### src/rtl/sha_sigma_pipe.sv
`default_nettype none
// ============================================================================
//  Module   : sha_sigma_pipe
//  Purpose  : Two-stage pipelined SHA-2 sigma engine. Each lane independently
//             computes one of Sigma0 / Sigma1 / sigma0 / sigma1 on a W-bit
//             word (W=32 -> SHA-256 constants, W=64 -> SHA-512 constants).
//             Stage 1 registers the three selected rotate/shift terms;
//             stage 2 registers their XOR. Valid/ready flow control on both
//             sides; capacity of two transfers in flight.
//  Options  : SHA_SIGMA_STATS_EN adds the stat_count port, a saturating
//             16-bit count of output handshakes.
//  Revision : 1.0 - initial release
// ============================================================================
module sha_sigma_pipe #(
    parameter int W     = 32,
    parameter int LANES = 1
) (
    input  logic                 clk,
    input  logic                 rst,
    input  logic                 in_valid,
    output logic                 in_ready,
    input  logic [2*LANES-1:0]   in_mode,
    input  logic [W*LANES-1:0]   in_data,
    output logic                 out_valid,
    input  logic                 out_ready,
    output logic [W*LANES-1:0]   out_data
`ifdef SHA_SIGMA_STATS_EN
    ,
    output logic [15:0]          stat_count
`endif
);

    // Rotate/shift amounts, chosen once at elaboration from the word width.
    localparam int BIG_S0_A = (W == 64) ? 28 : 2;
    localparam int BIG_S0_B = (W == 64) ? 34 : 13;
    localparam int BIG_S0_C = (W == 64) ? 39 : 22;
    localparam int BIG_S1_A = (W == 64) ? 14 : 6;
    localparam int BIG_S1_B = (W == 64) ? 18 : 11;
    localparam int BIG_S1_C = (W == 64) ? 41 : 25;
    localparam int SML_S0_A = (W == 64) ? 1  : 7;
    localparam int SML_S0_B = (W == 64) ? 8  : 18;
    localparam int SML_S0_C = (W == 64) ? 7  : 3;   // logical shift
    localparam int SML_S1_A = (W == 64) ? 19 : 17;
    localparam int SML_S1_B = (W == 64) ? 61 : 19;
    localparam int SML_S1_C = (W == 64) ? 6  : 10;  // logical shift

    localparam int TW = 3 * W;  // bits of stage-1 storage per lane

    localparam logic [1:0] MODE_BIG_S0 = 2'b00;
    localparam logic [1:0] MODE_BIG_S1 = 2'b01;
    localparam logic [1:0] MODE_SML_S0 = 2'b10;
    localparam logic [1:0] MODE_SML_S1 = 2'b11;

    // Only the two SHA-2 word sizes and 1..8 lanes are meaningful.
    if (!(W == 32 || W == 64)) begin : g_bad_width
        $error("sha_sigma_pipe: W must be 32 or 64");
    end
    if (LANES < 1 || LANES > 8) begin : g_bad_lanes
        $error("sha_sigma_pipe: LANES must be in 1..8");
    end

    function automatic logic [W-1:0] rotr(input logic [W-1:0] x, input int n);
        rotr = (x >> n) | (x << (W - n));
    endfunction

    // Pipeline state
    logic                 s1_valid_q, s1_valid_d;
    logic [TW*LANES-1:0]  s1_terms_q, s1_terms_d;
    logic                 s2_valid_q, s2_valid_d;
    logic [W*LANES-1:0]   out_data_q, out_data_d;

    // Per-lane combinational results
    logic [TW*LANES-1:0]  w_terms;
    logic [W*LANES-1:0]   w_xor;

    logic w_s2_adv;
    logic w_in_acc;
    logic w_out_acc;

    for (genvar i = 0; i < LANES; i++) begin : g_lane
        logic [W-1:0] w_x;
        logic [W-1:0] w_t0;
        logic [W-1:0] w_t1;
        logic [W-1:0] w_t2;

        assign w_x = in_data[W*i +: W];

        // Pick this lane's three terms from its own mode field.
        always_comb begin
            w_t0 = rotr(w_x, BIG_S0_A);
            w_t1 = rotr(w_x, BIG_S0_B);
            w_t2 = rotr(w_x, BIG_S0_C);
            case (in_mode[2*i +: 2])
                MODE_BIG_S0: begin
                    w_t0 = rotr(w_x, BIG_S0_A);
                    w_t1 = rotr(w_x, BIG_S0_B);
                    w_t2 = rotr(w_x, BIG_S0_C);
                end
                MODE_BIG_S1: begin
                    w_t0 = rotr(w_x, BIG_S1_A);
                    w_t1 = rotr(w_x, BIG_S1_B);
                    w_t2 = rotr(w_x, BIG_S1_C);
                end
                MODE_SML_S0: begin
                    w_t0 = rotr(w_x, SML_S0_A);
                    w_t1 = rotr(w_x, SML_S0_B);
                    w_t2 = w_x >> SML_S0_C;
                end
                MODE_SML_S1: begin
                    w_t0 = rotr(w_x, SML_S1_A);
                    w_t1 = rotr(w_x, SML_S1_B);
                    w_t2 = w_x >> SML_S1_C;
                end
                default: ;
            endcase
        end

        assign w_terms[TW*i +: TW] = {w_t2, w_t1, w_t0};
        assign w_xor[W*i +: W]     = s1_terms_q[TW*i +: W]
                                   ^ s1_terms_q[TW*i + W +: W]
                                   ^ s1_terms_q[TW*i + 2*W +: W];
    end

    // Stage 2 advances when it is empty or being drained; stage 1 can take
    // a new word whenever it is empty or moving on in the same cycle.
    assign w_s2_adv  = s1_valid_q && (!s2_valid_q || out_ready);
    assign in_ready  = !s1_valid_q || w_s2_adv;
    assign w_in_acc  = in_valid && in_ready;
    assign w_out_acc = s2_valid_q && out_ready;

    // Next-state for both stages; stalled stages keep their contents.
    always_comb begin
        s1_valid_d = s1_valid_q;
        s1_terms_d = s1_terms_q;
        s2_valid_d = s2_valid_q;
        out_data_d = out_data_q;

        if (w_in_acc) begin
            s1_valid_d = 1'b1;
            s1_terms_d = w_terms;
        end else if (w_s2_adv) begin
            s1_valid_d = 1'b0;
        end

        if (w_s2_adv) begin
            s2_valid_d = 1'b1;
            out_data_d = w_xor;
        end else if (w_out_acc) begin
            s2_valid_d = 1'b0;
        end
    end

    // Pipeline registers with synchronous reset discarding in-flight words.
    always_ff @(posedge clk) begin
        if (rst) begin
            s1_valid_q <= 1'b0;
            s1_terms_q <= '0;
            s2_valid_q <= 1'b0;
            out_data_q <= '0;
        end else begin
            s1_valid_q <= s1_valid_d;
            s1_terms_q <= s1_terms_d;
            s2_valid_q <= s2_valid_d;
            out_data_q <= out_data_d;
        end
    end

    assign out_valid = s2_valid_q;
    assign out_data  = out_data_q;

`ifdef SHA_SIGMA_STATS_EN
    logic [15:0] stat_count_q;

    // Saturating count of completed output handshakes.
    always_ff @(posedge clk) begin
        if (rst) begin
            stat_count_q <= '0;
        end else if (w_out_acc && (stat_count_q != 16'hFFFF)) begin
            stat_count_q <= stat_count_q + 16'd1;
        end
    end

    assign stat_count = stat_count_q;
`endif

endmodule
`default_nettype wire

### config.mk
export PLATFORM = sky130hd
export DESIGN_NAME = sha_sigma_pipe
export DESIGN_NICKNAME = d
export VERILOG_FILES = /design/src/rtl/sha_sigma_pipe.sv
export SDC_FILE = /design/constraint.sdc
export NUM_CORES = 1
export LEC_CHECK = 0
export BUFFER_PORTS_ARGS = -buffer_cell sky130_fd_sc_hd__buf_4
export CORE_MARGIN = 2
export CORE_UTILIZATION = 50
export DETAILED_ROUTE_END_ITERATION = 7
export GPL_TIMING_DRIVEN = 1
export MAX_ROUTING_LAYER = met4
export PLACE_DENSITY_LB_ADDON = 0.3
export SYNTH_ARGS = -nofsm -noshare
export SYNTH_HDL_FRONTEND = slang
export SYNTH_SLANG_ARGS = --single-unit
### constraint.sdc
create_clock -name clk -period 1.65 [get_ports clk]
set_input_delay 0.165 -clock clk [delete_from_list [all_inputs] [get_ports clk]]
set_output_delay 0.165 -clock clk [all_outputs]
set_load 0.05 [all_outputs]
==> results.md <==
* Tmin final at 1.60 ns
* DR iter-0 viols at 1161
* Status: finished clean
* CP Launch Type: register
* Final WS setup at 0.0488 ns
* DRC viols at 0
* Die H at 122 um
* Synth async-reset ratio at 0%
* HP Class: input pin to register
* DIE WIDTH at 122 um
* Tot GR Track Use at 38.7%
* RSZ-0062 raised after global routing: no
* Post-Place Setup Slack at 0.0257 ns
* Count of final setup violators at 0
* Post-synthesis cell type count at 34
* Post-Synthesis Cell Area at 6920 um2
* Critical R2R Capture: s1_terms_q[16]
* Nets@finish at 855
* IO Count at 72
* Setup TNS at 0 ns
* Detailed-router iteration count before antenna repair at 7
* Post-DP HPWL at 18400 um
* Starting Density at 51.6%
* GR Overflow Total at 0
* Final Cycle Share at 97.0%
* Main combinational cell family by area after synthesis: compound AO/OA/AOI/OAI gates
* Worst Path Arrival at 1.44 ns
* Post-synthesis simple-gate area fraction at 21.1%
* Rows at 42
* Vias in the first global route at 6653
* CTS tree: yes
* Slew margin rel. at 44.8%
* Syn_nets at 824
* Largest net degree at the start of global routing at 98
* Sequential area share after synthesis at 37.6%
* Mean Syn Cell Area at 8.80 um2
* Setup CP Type: register to primary output
* PortBufs at 71
* Post-synth top area share at 37.6%
* Hold Path End: out_valid
* Num Clock Sinks at 130
* Crit. End Element: primary output
* Max-slew violation count at 0
* Worst-case clock buffer depth at 2
* CTS clock-pin slew for the worst setup and hold paths at 0.06 ns
* Number of CTS-inserted buffers at 17
* Core area at 13400 um2
* Reg2Reg Depth at 5
* DR vias at 6986
* Wire per inst at 27.1 um
* Placed cells at 971
* Layout cell share with drive strength beyond 1 at 20.9%
* Primary FF master, synth: dfxtp_1
* Detail Route Antenna Nets at 0
* Worst-path maximum fanout at 16
* Synth Area in Compound Gates at 24.6%
* Power Total at 9.55 mW
* Area grow syn2layout at 19.9%
* Synthesized instance count at 786
* Post-Synth XOR/XNOR Area at 8.10%
* Placer Congestion at 1.06
* Post-Layout Cell Count at 1006
* Hold Slack at 0.0585 ns
* Synthesis Warnings at 0
* Top-count cell post-synth: dfxtp_1
* H-tree levels at 4
* First-pass GRT wire length at 41000 um
* Final hold violation count at 0
* EDFF count, synth at 0
* CP required at 1.48 ns
* Max cap viols at 0
* Worst Skew at 0.00672 ns
* Die area at 14800 um2
* Top cells by area, synth: dfxtp_1 38%, a311oi_1 9.9%, xnor2_1 8.1%, nand3_1 7.9%, a21oi_1 7.1%
* FF-to-FF Start: out_valid
* Worst VDD drop at 0.000720 V
* Worst-Skew Late Latency at 0.43 ns
* Layout fillers at 1175
* Reg2Reg Setup Slack at 0.16 ns
* Dominant cell type by area after synthesis: dfxtp_1
* Top cells by count, synth: 130 x dfxtp_1, 109 x nand3_1, 98 x a21oi_1
* Area share of fa/ha/maj cells after synthesis at 0%
* Worst Tran Pin Value at 0.824 ns
* Synth Register Bits at 130
* DR vias/cell at 6.94
* Pleak at 3.09 nW
* Hold Path Stages at 4
* Hold_sp: out_ready
* Routed WL at 27300 um
* Pwr dens at 1150 nW/um2
* F_max at 0.625 GHz
* Clk Tree Root Cell: clkbuf_16
* Initial antenna violation count at 0
* Proportion of synthesized area in mux cells at 2.28%
## where the power goes
group          leakage, nW  switching (mW)  total [mW]  internal [mW]
combinational         1.73            1.19        1.95          0.763
sequential            1.08           0.193        3.59           3.39
clock                0.288            1.50        4.02           2.52
total                 3.09            2.88        9.55           6.68
## area by class of cell
| cell class | count | area (um2) | area share, % |
|---|---|---|---|
| inverters | 3 | 16.3 | 0.196 |
| well taps | 176 | 220 | 2.66 |
| multi-input cells | 566 | 3900 | 47.0 |
| diodes | 1 | 2.50 | 0.0302 |
| clock inverters | 13 | 186 | 2.25 |
| repair buffers | 99 | 937 | 11.3 |
| clock buffers | 18 | 429 | 5.18 |
| flip-flops and latches | 130 | 2610 | 31.4 |
## state kept, by name (all words and copies together), names as in the netlist
signal	flops
s1_terms_q	96
out_data	32
out_valid	1
s1_valid_q	1
## through the flow
| step | instance area [um2] | utilization (%) |
|---|---|---|
| floorplan | 6920 | - |
| global route | 8290 | 61.9 |
| detailed placement | 7610 | 56.8 |
| global placement | 7610 | 56.8 |
| finish | 8290 | 61.9 |
| CTS | 8290 | 61.9 |
## cells by family (layout without fill, tap and decap cells)
kind of cell | count (synthesis) | count (layout)
buffers and inverters | 90 | 133
AOI/OAI and AO/OA | 236 | 236
DFF | 130 | 130
and+or+nand+nor | 254 | 254
xor gates and xnor gates | 64 | 64
muxes | 12 | 12
other | 0 | 1
## how the worst max path moves through the flow
stage                     startpoint  slack [ns]  cells past startpoint              to
after floorplan            out_valid        0.05                      7  s1_terms_q[90]
after global placement    in_mode[0]        0.05                      4  s1_terms_q[50]
after detailed placement  in_mode[0]        0.03                      5  s1_terms_q[37]
after CTS                 s1_valid_q        0.04                      4        in_ready
after global routing      s1_valid_q       0.003                      4        in_ready
final                     s1_valid_q        0.05                      4        in_ready
## worst max-delay path: stages (launching register included)
cell      delay, ns
dfxtp_2        0.35
and3b_2        0.23
clkinv_4       0.10
buf_12         0.17
buf_6          0.15
## placed cells by master, fill, tap and decap left out, drive strengths merged
master	n
or3	46
a211oi	7
clkinv	5
bufinv	4
nand3	109
mux2	10
nor3	4
o21ai	3
dfxtp	130
nor2b	16
a21oi	98
mux4	2
diode	1
clkinvlp	4
o211ai	5
or2	21
xnor2	64
nand2b	29
and3b	1
nand4	3
inv	3
clkbuf	18
bufbuf	1
nor3b	1
dlygate4sd3	1
nor2	16
nand3b	8
a22oi	7
a311oi	84
buf	97
a22o	32
## routing by layer
layer / track usage [%] / share of wire, % / vias to the layer above
li1: - / - / 3030
met1: 49.4 / 40 / 3367
met2: 56.0 / 44 / 488
met3: 12.7 / 12 / 101
met4: 16.7 / 4.4 / 0
met5: - / 0 / -
## timing repair
item | CTS | global route
pin swaps | 1 | 1
endpoints found under the setup margin | 1 | 1
gates cloned | 1 | 0
hold endpoints to repair | 1 | 0
hold buffers | 1 | 0
gates resized for setup | 4 | 0
buffers inserted | 1 | 0
No activity file was read; power rests on OpenSTA's default activity.
